==> src/rtl/moore_state_reg_ej1.sv <==
// rtl/moore_state_reg_ej1.sv - Moore state register with input synchronizers, change strobe and dwell counter
// The next-state logic lives outside; this block registers it, strobes on change and times dwell.
module moore_state_reg_ej1 (
  input  logic       clk,
  input  logic       reset,
  input  logic       inputI,
  input  logic       inputS,
  input  logic       enable,
  input  logic       nextY1,
  input  logic       nextY2,
  output logic       syncI,
  output logic       syncS,
  output logic       stateY1,
  output logic       stateY2,
  output logic       outZ,
  output logic       stateChange,
  output logic [7:0] dwellCount
);

  typedef enum logic [1:0] {ST00 = 2'b00, ST01 = 2'b01, ST10 = 2'b10, ST11 = 2'b11} state_t;

  state_t     state_q, state_d;
  logic       i_meta, s_meta, i_sync, s_sync;
  logic       change_d, change_q;
  logic [7:0] dwell_d, dwell_q;

  // Synchronizers reset high so the first post-reset next state is ST00.
  always_ff @(posedge clk) begin
    if (reset) begin
      i_meta <= 1'b1;
      i_sync <= 1'b1;
      s_meta <= 1'b1;
      s_sync <= 1'b1;
    end else begin
      i_meta <= inputI;
      i_sync <= i_meta;
      s_meta <= inputS;
      s_sync <= s_meta;
    end
  end

  always_ff @(posedge clk) begin
    if (reset) begin
      state_q  <= ST00;
      change_q <= 1'b0;
      dwell_q  <= 8'd0;
    end else begin
      state_q  <= state_d;
      change_q <= change_d;
      dwell_q  <= dwell_d;
    end
  end

  // A load of the same state is not a change: no strobe, no counter clear.
  always_comb begin
    state_d  = state_q;
    change_d = 1'b0;
    if (enable) begin
      state_d  = state_t'({nextY1, nextY2});
      change_d = (state_d != state_q);
    end
    if (change_d)
      dwell_d = 8'd0;
    else if (dwell_q == 8'hFF)
      dwell_d = dwell_q;
    else
      dwell_d = dwell_q + 8'd1;
  end

  always_comb begin
    outZ        = (state_q == ST11);
    stateY1     = state_q[1];
    stateY2     = state_q[0];
    stateChange = change_q;
    dwellCount  = dwell_q;
    syncI       = i_sync;
    syncS       = s_sync;
  end

endmodule

==> config.mk <==
export PLATFORM = sky130hd
export DESIGN_NAME = moore_state_reg_ej1
export DESIGN_NICKNAME = d
export VERILOG_FILES = /design/src/rtl/moore_state_reg_ej1.sv
export SDC_FILE = /design/constraint.sdc
export NUM_CORES = 1
export LEC_CHECK = 0
export BUFFER_PORTS_ARGS = -buffer_cell sky130_fd_sc_hd__buf_2
export CORE_MARGIN = 2
export CORE_UTILIZATION = 45
export CTS_BUF_LIST = sky130_fd_sc_hd__clkbuf_16
export DETAILED_ROUTE_END_ITERATION = 8
export GPL_ROUTABILITY_DRIVEN = 0
export PLACE_DENSITY = 0.72
export RECOVER_POWER = 100
export SLEW_MARGIN = 20
export SYNTH_ARGS = -nofsm -noshare
export SYNTH_HDL_FRONTEND = slang
export SYNTH_SLANG_ARGS = --single-unit
export TNS_END_PERCENT = 30
==> constraint.sdc <==
create_clock -name clk -period 2.45 [get_ports clk]
set_input_delay 0.49 -clock clk [delete_from_list [all_inputs] [get_ports clk]]
set_output_delay 0.49 -clock clk [all_outputs]
set_load 0.05 [all_outputs]
==> impl_metrics.tcl <==
set metrics [dict create \
    viasPerCell 5.70 \
    path_buf_inv 1 \
    drt_iter0_drc 10 \
    gr-total-overflow 0 \
    fin_nets 96 \
    min_path_type "reg -> reg" \
    criticalPathCategory "reg -> out" \
    synth_edf_count 0 \
    rsz0062_at_grt "no" \
    yosysTopAreaCell "dfxtp_1" \
    drtAntennaViolNets 0 \
    io_buffer_count 20 \
    fp.dieH_um 42.1 \
    crit_path_max_fanout 10 \
    drt_wl_total_um 1290 \
    r2r-start "state_q[1]" \
    synthTopCellsByArea "dfxtp_1 (46%), nor4_1 (5.8%), or2_1 (3.8%), mux2i_1 (3.1%), a31oi_1 (2.9%)" \
    synth.distinct_cells 30 \
    place_inst 98 \
    core_area_um2 1330 \
    tightest_slew_ns 1.04 \
    slowest_delay_ns 0.50 \
    mostFrequentLayoutCells "clkbuf_1 (16), dfxtp_1 (15), nor4_1 (6)" \
    cpLargestDelayFamily "buffers and inverters" \
    row_count 13 \
    fin_setup_tns_ns 0 \
    slowest_stage "clkbuf_1" \
    hold_depth 1 \
    fillCellCount 136 \
    hold_viol_final 0 \
    max_slew_margin 0.302 \
    clock.fmax_mhz 578 \
    reg2reg_depth 3 \
    root_buffer "clkbuf_16" \
    n_antenna_cell 0 \
    skew_ns 0.000925 \
    ctsHoldBuffers 0 \
    cap_violations 0 \
    syn_to_final_growth_pct 23.6 \
    cts_buffer_depth 2 \
    total_power_uw 644 \
    start_util 0.489 \
    ys.flop_type "dfxtp_1" \
    yosys.area.top_type_share 0.461 \
    irDropWorstVdd_mv 0.506 \
    post_cts_resized 0 \
    synthCells 65 \
    netlist_area_um2 652 \
    drive_gt1_frac 0.138 \
    cts_sinks 15 \
    grt_pass1_wl_um 2210 \
    status "completed" \
    cts_buffers 3 \
    io_pins 21 \
    async_reset_ff_frac 0 \
    powerDensity_nw_per_um2 800 \
    synth_seq_cells 15 \
    grt_usage 0.159 \
    p_leak_nw 0.284 \
    path_cells "clkbuf_1" \
    min_period_over_period 0.706 \
    avgSynthCellArea_um2 10.0 \
    stdcell_count 102 \
    cts_tree "done" \
    dp_hpwl_um 908 \
    yosysWarningCount 0 \
    dieArea_um2 1770 \
    layout_commonest_cell "clkbuf_1" \
    worstSetupEndpointType "output port" \
    min_from "s_meta" \
    route.detailed.drc 0 \
    path_clk_slew_ns 0.05 \
    antenna_found_initial 0 \
    drv_slew 0 \
    setup.worst_path.start_class "flop" \
    worstSkewPairLatency_ns 0.24 \
    synthesis.nets 73 \
    cp.required_ns 1.96 \
    arrival_ns 1.24 \
    period_needed_ns 1.73 \
    h-tree-depth 1 \
    r2r_end "dwellCount[4]" \
    min_to "syncS" \
    setup_violations 0 \
    grt_start_max_net_pins 16 \
    grt_pass1_vias 544 \
    r2r_setup_slack_ns 0.85 \
    die_w_um 42.1 \
    seq_area_frac_synth 0.461 \
    post-cts-setup-buffer-count 0 \
    vias 581 \
    wire_per_inst_um 12.7 \
    firstDrtPassIters 4 \
]
==> through the flow <==
| step | setup WS, ns | area, µm² | hold slack, ns | util |
|---|---|---|---|---|
| global placement | 1.01 | 756 | 0.386 | 0.567 |
| floorplan | 0.729 | 652 | 0.383 | - |
| detailed placement | 0.991 | 756 | 0.394 | 0.567 |
| global route | 0.599 | 806 | 0.430 | 0.604 |
| CTS | 0.909 | 836 | 0.412 | 0.627 |
| finish | 0.721 | 806 | 0.409 | 0.604 |
==> cell type report <==
class / count / area, µm² / share of cell area
inverters: 1 / 3.75 / 0.00466
clock buffers: 3 / 75.1 / 0.0932
multi-input cells: 47 / 323 / 0.401
repair buffers: 20 / 80.1 / 0.0994
flip-flops and latches: 15 / 300 / 0.373
clock inverters: 1 / 5.00 / 0.00621
well taps: 15 / 18.8 / 0.0233
==> registers in the layout, summed over array words and instances, names as in the netlist <==
| register | flops |
|---|---|
| dwellCount | 8 |
| i_meta | 1 |
| s_meta | 1 |
| stateChange | 1 |
| state_q | 2 |
| syncI | 1 |
| syncS | 1 |
==> layer usage <==
metal | vias to the layer above | part of all wire | GRT usage
met5 | - | 0 | 0
met4 | 0 | 0.011 | 0.0563
met3 | 2 | 0.066 | 0.0560
met2 | 20 | 0.42 | 0.250
met1 | 262 | 0.50 | 0.202
li1 | 297 | - | -
==> report_power, final <==
part | total [mW] | switching [mW] | internal, mW
logic | 0.0621 | 0.0449 | 0.0172
clock network | 0.320 | 0.102 | 0.218
registers | 0.262 | 0.00865 | 0.254
==> worst max path at each step <==
stage                                to     startpoint  slack, ns  cells after the start
after global placement    dwellCount[4]  dwellCount[0]       1.01                      4
final                     dwellCount[2]  dwellCount[2]       0.72                      1
after floorplan           dwellCount[4]  dwellCount[0]       0.73                      4
after global routing      dwellCount[4]     state_q[1]       0.60                      3
after detailed placement  dwellCount[4]  dwellCount[0]       0.99                      4
after CTS                 dwellCount[4]  dwellCount[4]       0.91                      1
==> Yosys cell counts (2+ instances only) <==
library cell,n
a211oi_1,2
a21oi_1,2
a31oi_1,3
dfxtp_1,15
mux2i_1,2
nand2_1,3
nand3_1,2
nand4_1,2
nor2_1,4
nor4_1,6
or2_1,4
xnor2_1,2
==> cells by family (layout without fill, tap and decap cells) <==
logic type / Yosys count / in the layout / synth area share
DFF: 15 / 15 / 0.461
and+or+nand+nor: 29 / 29 / 0.282
xor gates and xnor gates: 2 / 2 / 0.0269
muxes: 2 / 2 / 0.0307
buffers and inverters: 3 / 25 / 0.0288
adders and majority gates: 1 / 1 / 0.0192
AOI/OAI and AO/OA: 13 / 13 / 0.152
(Power assumes the default switching activity.)
